--- config.mk ---
export PLATFORM = sky130hd
export DESIGN_NAME = id_stage_ctrl
export DESIGN_NICKNAME = d
export VERILOG_FILES = /design/src/rtl/riscv_pkg.sv /design/src/rtl/imm_type_dec.sv /design/src/rtl/id_stage_ctrl.sv
export SDC_FILE = /design/constraint.sdc
export NUM_CORES = 1
export LEC_CHECK = 0
export ABC_AREA = 1
export CAP_MARGIN = 20
export CORE_MARGIN = 4
export CORE_UTILIZATION = 30
export CTS_CLUSTER_SIZE = 20
export DETAILED_ROUTE_END_ITERATION = 16
export MAX_ROUTING_LAYER = met4
export PLACE_DENSITY = 0.71
export SLEW_MARGIN = 20
export SYNTH_ARGS = -nofsm -noshare
export SYNTH_HDL_FRONTEND = slang
export SYNTH_SLANG_ARGS = --single-unit
--- constraint.sdc ---
create_clock -name clk -period 1.6 [get_ports clk]
set_input_delay 0.32 -clock clk [delete_from_list [all_inputs] [get_ports clk]]
set_output_delay 0.32 -clock clk [all_outputs]
set_load 0.02 [all_outputs]
--- src/rtl/riscv_pkg.sv ---
// Shared constants for the RV32 decode stage: opcode map, immediate-format
// selects, decode-controller FSM state encoding and the canonical NOP.
package riscv_pkg;

  localparam logic [6:0] OPC_LOAD   = 7'b0000011;
  localparam logic [6:0] OPC_OPIMM  = 7'b0010011;
  localparam logic [6:0] OPC_JALR   = 7'b1100111;
  localparam logic [6:0] OPC_STORE  = 7'b0100011;
  localparam logic [6:0] OPC_BRANCH = 7'b1100011;
  localparam logic [6:0] OPC_LUI    = 7'b0110111;
  localparam logic [6:0] OPC_AUIPC  = 7'b0010111;
  localparam logic [6:0] OPC_JAL    = 7'b1101111;
  localparam logic [6:0] OPC_OP     = 7'b0110011;

  localparam logic [2:0] IMM_I    = 3'b000;
  localparam logic [2:0] IMM_S    = 3'b001;
  localparam logic [2:0] IMM_B    = 3'b010;
  localparam logic [2:0] IMM_U    = 3'b011;
  localparam logic [2:0] IMM_J    = 3'b100;
  localparam logic [2:0] IMM_NONE = 3'b111;

  localparam logic [0:0] ST_RUN   = 1'b0;
  localparam logic [0:0] ST_STALL = 1'b1;

  // addi x0, x0, 0
  localparam logic [31:0] NOP_INST = 32'h0000_0013;

endpackage

--- src/rtl/imm_type_dec.sv ---
// Combinational opcode classifier.
//   opcode   : inst[6:0]
//   immtype  : immediate-format select (IMM_*)
//   rs1_used : instruction reads inst[19:15]
//   rs2_used : instruction reads inst[24:20]
//   illegal  : opcode outside the supported set
module imm_type_dec
  import riscv_pkg::*;
(
  input  logic [6:0] opcode,
  output logic [2:0] immtype,
  output logic       rs1_used,
  output logic       rs2_used,
  output logic       illegal
);

  always_comb begin
    immtype  = IMM_NONE;
    rs1_used = 1'b0;
    rs2_used = 1'b0;
    illegal  = 1'b0;
    case (opcode)
      OPC_LOAD, OPC_OPIMM, OPC_JALR: begin
        immtype  = IMM_I;
        rs1_used = 1'b1;
      end
      OPC_STORE: begin
        immtype  = IMM_S;
        rs1_used = 1'b1;
        rs2_used = 1'b1;
      end
      OPC_BRANCH: begin
        immtype  = IMM_B;
        rs1_used = 1'b1;
        rs2_used = 1'b1;
      end
      OPC_LUI, OPC_AUIPC: immtype = IMM_U;
      OPC_JAL:            immtype = IMM_J;
      OPC_OP: begin
        rs1_used = 1'b1;
        rs2_used = 1'b1;
      end
      // Unknown opcodes read no registers so they can never raise a hazard.
      default: illegal = 1'b1;
    endcase
  end

endmodule

--- src/rtl/id_stage_ctrl.sv ---
// Decode-stage controller: IF/ID register, immediate-format classification,
// load-use bubble insertion, branch flush and saturating event counters.
//   clk, rst                : clock, synchronous active-high reset
//   if_valid/if_inst/if_pc  : fetch word; if_ready says ID takes it
//   ex_valid/ex_memread/ex_rd : EX instruction info for load-use detection
//   branch_taken            : flush request from EX
//   id_valid/id_inst/id_pc  : issued instruction and its PC
//   id_immtype/id_illegal   : decode of the held instruction
//   stall                   : bubble inserted this cycle
//   stall_cnt/flush_cnt     : saturating performance counters
module id_stage_ctrl
  import riscv_pkg::*;
#(
  parameter int          CNT_W    = 16,
  parameter logic [31:0] RESET_PC = 32'h0000_0000
) (
  input  logic             clk,
  input  logic             rst,
  input  logic             if_valid,
  input  logic [31:0]      if_inst,
  input  logic [31:0]      if_pc,
  output logic             if_ready,
  input  logic             ex_valid,
  input  logic             ex_memread,
  input  logic [4:0]       ex_rd,
  input  logic             branch_taken,
  output logic             id_valid,
  output logic [31:0]      id_inst,
  output logic [31:0]      id_pc,
  output logic [2:0]       id_immtype,
  output logic             id_illegal,
  output logic             stall,
  output logic [CNT_W-1:0] stall_cnt,
  output logic [CNT_W-1:0] flush_cnt
);

  logic [0:0]  state;
  logic        vld;
  logic [2:0]  dec_imm;
  logic        rs1_used, rs2_used, dec_ill;
  logic        hazard;
  logic [4:0]  rs1, rs2;

  imm_type_dec u_dec (
    .opcode   (id_inst[6:0]),
    .immtype  (dec_imm),
    .rs1_used (rs1_used),
    .rs2_used (rs2_used),
    .illegal  (dec_ill)
  );

  assign rs1 = id_inst[19:15];
  assign rs2 = id_inst[24:20];

  // Masked in STALL: EX then holds the bubble we just inserted.
  assign hazard = (state == ST_RUN) && vld && ex_valid && ex_memread &&
                  (ex_rd != 5'd0) &&
                  ((rs1_used && rs1 == ex_rd) || (rs2_used && rs2 == ex_rd));

  assign stall      = hazard && !branch_taken;
  assign id_valid   = vld && !stall && !branch_taken;
  assign if_ready   = !stall;
  assign id_immtype = vld ? dec_imm : IMM_NONE;
  assign id_illegal = vld && dec_ill;

  always_ff @(posedge clk) begin
    if (rst) begin
      state   <= ST_RUN;
      vld     <= 1'b0;
      id_inst <= NOP_INST;
      id_pc   <= RESET_PC;
    end else if (branch_taken) begin
      state <= ST_RUN;
      vld   <= 1'b0;
    end else if (stall) begin
      state <= ST_STALL;
    end else begin
      state <= ST_RUN;
      vld   <= if_valid;
      if (if_valid) begin
        id_inst <= if_inst;
        id_pc   <= if_pc;
      end
    end
  end

  always_ff @(posedge clk) begin
    if (rst) begin
      stall_cnt <= '0;
      flush_cnt <= '0;
    end else begin
      if (stall && stall_cnt != '1)
        stall_cnt <= stall_cnt + CNT_W'(1);
      if (branch_taken && vld && flush_cnt != '1)
        flush_cnt <= flush_cnt + CNT_W'(1);
    end
  end

endmodule

==> run summary <==
The CTS clock-pin slew for the worst setup and hold paths is 0.07 ns. The post-synthesis average cell area is 6.35 µm². Across every metal layer, demand over resource in global routing totals 0.181.

The die span in y is 134 µm. The count of final setup violators came out at 88. The time the final worst path needs with I/O delays and setup is 2.04 ns. Setup repair after global routing could not meet its margin everywhere. The checks that failed: setup timing. The area of the core region came out at 15400 µm².

The TritonCTS buffer count came out at 9. IR analysis of the VDD net gives a maximum drop of 0.000581 V. In this run the worst hold path is classified as in -> reg. The critical path class is reg -> out. The buffer levels on the longest clock path came out at 2.

Of the total power, the share spent switching nets is 0.294. The portion of the post-synthesis area used by sequential elements is 0.411. The worst clock skew came out at 0.0117 ns. The clock insertion delay at the later pin of the skew report is 0.35 ns. After detailed routing, the total wire length is 16500 µm. The final count of hold timing violations was 0.

Across all register-to-register paths, the minimum setup slack is -0.41 ns. The worst setup path is launched from a flip-flop. For this design, the slowest cell found on the critical path is sky130_fd_sc_hd__dfxtp_4. The number of max-capacitance violations reported is 0.

The peak per-stage delay on the critical path is 0.35 ns. For this run, the post-layout net count is 1103. The share of the core filled with cells in the final layout is 0.566. The flow ran to the end, but the final reports show violations. The fraction of power consumed by combinational cells is 0.229. The total vias in the final route came out at 5533. The final HPWL from detailed placement is 11000 µm. The highest attainable clock frequency came out at 491 MHz. The internal power of the cells came out at 0.00430 W. The most frequent standard cell in the layout excluding fill and tap cells is sky130_fd_sc_hd__nor2_1. The critical path capture point type is a primary output. The initial antenna violation count is 0. The largest net degree at the start of global routing came out at 34. The routability congestion estimate is 0.898.

The layout overhead on the synthesized area came out at 82.7%. The residual antenna-violating net count after detailed routing came out at 0. The count of different cell masters after synthesis is 23. The total I/O pin count came out at 178.

In the routed layout, each cell is associated on average with a via count of 4.45. The largest driver fanout on the critical path is 4. The worst max-slew margin expressed relative to the limit is 0.747. Counting stages on the worst path, the most repeated cell is sky130_fd_sc_hd__buf_4. The first-pass iteration count of the detailed router is 6. The H-tree generated during clock tree synthesis spans 3 levels.

The post-synthesis instance area is 4780 µm². The post-detailed-route wirelength per cell came out at 13.3 µm. The total overflow left after global routing is 0. The synthesized flop and latch total is 98.

The analysis attributes to cell leakage a power of 4.18 nW. The first global-routing pass estimated 26000 µm of wire. The detailed router's first-iteration violation count came out at 211. The number of standard-cell rows in the floorplan is 45.

The power density of the placed cells came out at 698 nW/µm². The effective utilization at floorplan is 0.310. The overall die width came out at 134 µm. The required time at the worst-slack endpoint came out at 1.28 ns. Counting every instance in the synthesized netlist gives 752. The number of standard cells in the layout, taps in and fillers out is 1242. STA puts the critical path data arrival time at 1.72 ns. Dividing the final minimum period by the clock period gives 1.27. The via count of the first global-routing pass is 5425. In this run the tool buffered the top-level ports with 177 buffer cells. The number of pins exceeding their max-slew limit in the final report came to 0. Clock tree synthesis found a total of 98 sinks. The root buffer cell is sky130_fd_sc_hd__clkbuf_16.

The analysis attributes to net switching a power of 0.00179 W. At the pin with the least slew margin, the transition time is 0.376 ns. The CTS tree is yes.

Once routing completed, OpenROAD measured the worst setup slack at -0.435 ns. The die covers 18000 µm². The sequential fraction of design power is 0.430. The number of inserted diodes came out at 0. The number of placed instances, taps included is 1195.

The signal on the critical path passes through nand2_4, clkinv_4, buf_4, nand4_1, o21ai_1, nor2_1, nand2_2, a211oi_2, buf_4. Of the cells placed in the final design, the portion with a size suffix greater than 1 is 0.312. In the layout the commonest cells are sky130_fd_sc_hd__nor2_1 (134), sky130_fd_sc_hd__nand2_1 (116), sky130_fd_sc_hd__dlygate4sd2_1 (101).

The number of nets handed over by synthesis was 829. The total number of yosys warnings came out at 0. After detailed routing, the number of remaining DRC violations is 0. The portion of total power attributed to the clock network is 0.342.
==> stage by stage <==
stage / total power [W] / hold slack [ns] / setup slack [ns] / cell area [µm²] / setup TNS (ns)
4_1_cts: 0.00597 / 0.486 / -0.444 / 8020 / -24.72
2_1_floorplan: 0.00318 / 0.399 / -0.0278 / 4850 / -0.0278
3_3_place_gp: 0.00379 / 0.472 / -1.05 / 7410 / -58.61
6_report: 0.00609 / 0.323 / -0.435 / 8730 / -23.56
3_5_place_dp: 0.00379 / 0.479 / -1.04 / 7410 / -59.09
5_1_grt: 0.00642 / 0.335 / -0.547 / 8730 / -35.05
==> cell usage after synthesis <==
| cell type | number | share of area |
|---|---|---|
| sky130_fd_sc_hd__ha_1 | 2 | 0.0052 |
| sky130_fd_sc_hd__nand4_1 | 32 | 0.042 |
| sky130_fd_sc_hd__a211oi_1 | 1 | 0.0016 |
| sky130_fd_sc_hd__nor3_1 | 14 | 0.015 |
| sky130_fd_sc_hd__a21oi_1 | 27 | 0.028 |
| sky130_fd_sc_hd__dfxtp_1 | 98 | 0.41 |
| sky130_fd_sc_hd__nand2_2 | 1 | 0.0013 |
| sky130_fd_sc_hd__clkbuf_1 | 13 | 0.010 |
| sky130_fd_sc_hd__buf_6 | 5 | 0.012 |
| sky130_fd_sc_hd__nand3_2 | 1 | 0.0021 |
| sky130_fd_sc_hd__xnor2_1 | 7 | 0.013 |
| sky130_fd_sc_hd__nor2_1 | 172 | 0.14 |
| sky130_fd_sc_hd__nand2_1 | 212 | 0.17 |
| sky130_fd_sc_hd__nor2_2 | 2 | 0.0026 |
| sky130_fd_sc_hd__inv_2 | 3 | 0.0024 |
| sky130_fd_sc_hd__inv_1 | 101 | 0.079 |
| sky130_fd_sc_hd__nand3_1 | 22 | 0.023 |
| sky130_fd_sc_hd__o21ai_0 | 11 | 0.012 |
| sky130_fd_sc_hd__xor2_1 | 12 | 0.022 |
| sky130_fd_sc_hd__buf_2 | 11 | 0.012 |
| sky130_fd_sc_hd__clkinv_1 | 3 | 0.0024 |
| sky130_fd_sc_hd__o21a_1 | 1 | 0.0016 |
| sky130_fd_sc_hd__nand3b_1 | 1 | 0.0016 |
==> critical path, delay by kind of cell (launching register included) <==
family,cells,cell delay (ns)
AO/OA/AOI/OAI,2,0.22
AND/OR/NAND/NOR,4,0.41
buffers and inverters,3,0.37
flip-flops,1,0.35
==> routing by layer <==
metal,GRT usage,part of all wire
met5,-,0
met4,0.0345,0.0073
met3,0.0604,0.068
met2,0.294,0.49
met1,0.222,0.44
==> worst paths after layout <==
| kind | endpoint | start | cells past startpoint |
|---|---|---|---|
| max | id_illegal | id_inst[0] | 9 |
| min | vld | branch_taken | 2 |
| max reg2reg | id_pc[9] | id_inst[0] | 15 |
| min reg2reg | flush_cnt[4] | flush_cnt[4] | 2 |
==> power groups by stage <==
stage / combinational, W / sequential [W] / clock [W]
after floorplan: 0.000378 / 0.00281 / 0
final: 0.00139 / 0.00262 / 0.00208
after CTS: 0.00118 / 0.00261 / 0.00218
after global placement: 0.00112 / 0.00266 / 0
after global routing: 0.00151 / 0.00263 / 0.00227
after detailed placement: 0.00112 / 0.00267 / 0
==> final cells by class <==
class	instances	area, µm²
fill	1465	6700
multi-input combinational	519	2920
timing repair buffer	291	2850
sequential	98	2000
inverter	107	412
tap	211	264
clock buffer	10	229
clock inverter	6	47.5
==> state kept, by name (all words and copies together), names as in the netlist <==
name,cells
id_inst,32
state,1
flush_cnt,16
stall_cnt,16
id_pc,32
vld,1
==> logic make-up after synthesis <==
group                      synth area share
buffers and inverters                 0.118
xor gates and xnor gates             0.0348
AOI/OAI and AO/OA                    0.0429
DFF                                   0.411
and+or+nand+nor                       0.389
adders and majority gates           0.00524
==> what timing repair did <==
item	4_1_cts	5_1_grt
pin swaps	19	56
buffers inserted	17	9
hold buffers	0	0
endpoints found under the setup margin	189	104
gates resized for setup	190	192
gates cloned	9	6
No activity file was read; power rests on OpenSTA's default activity.
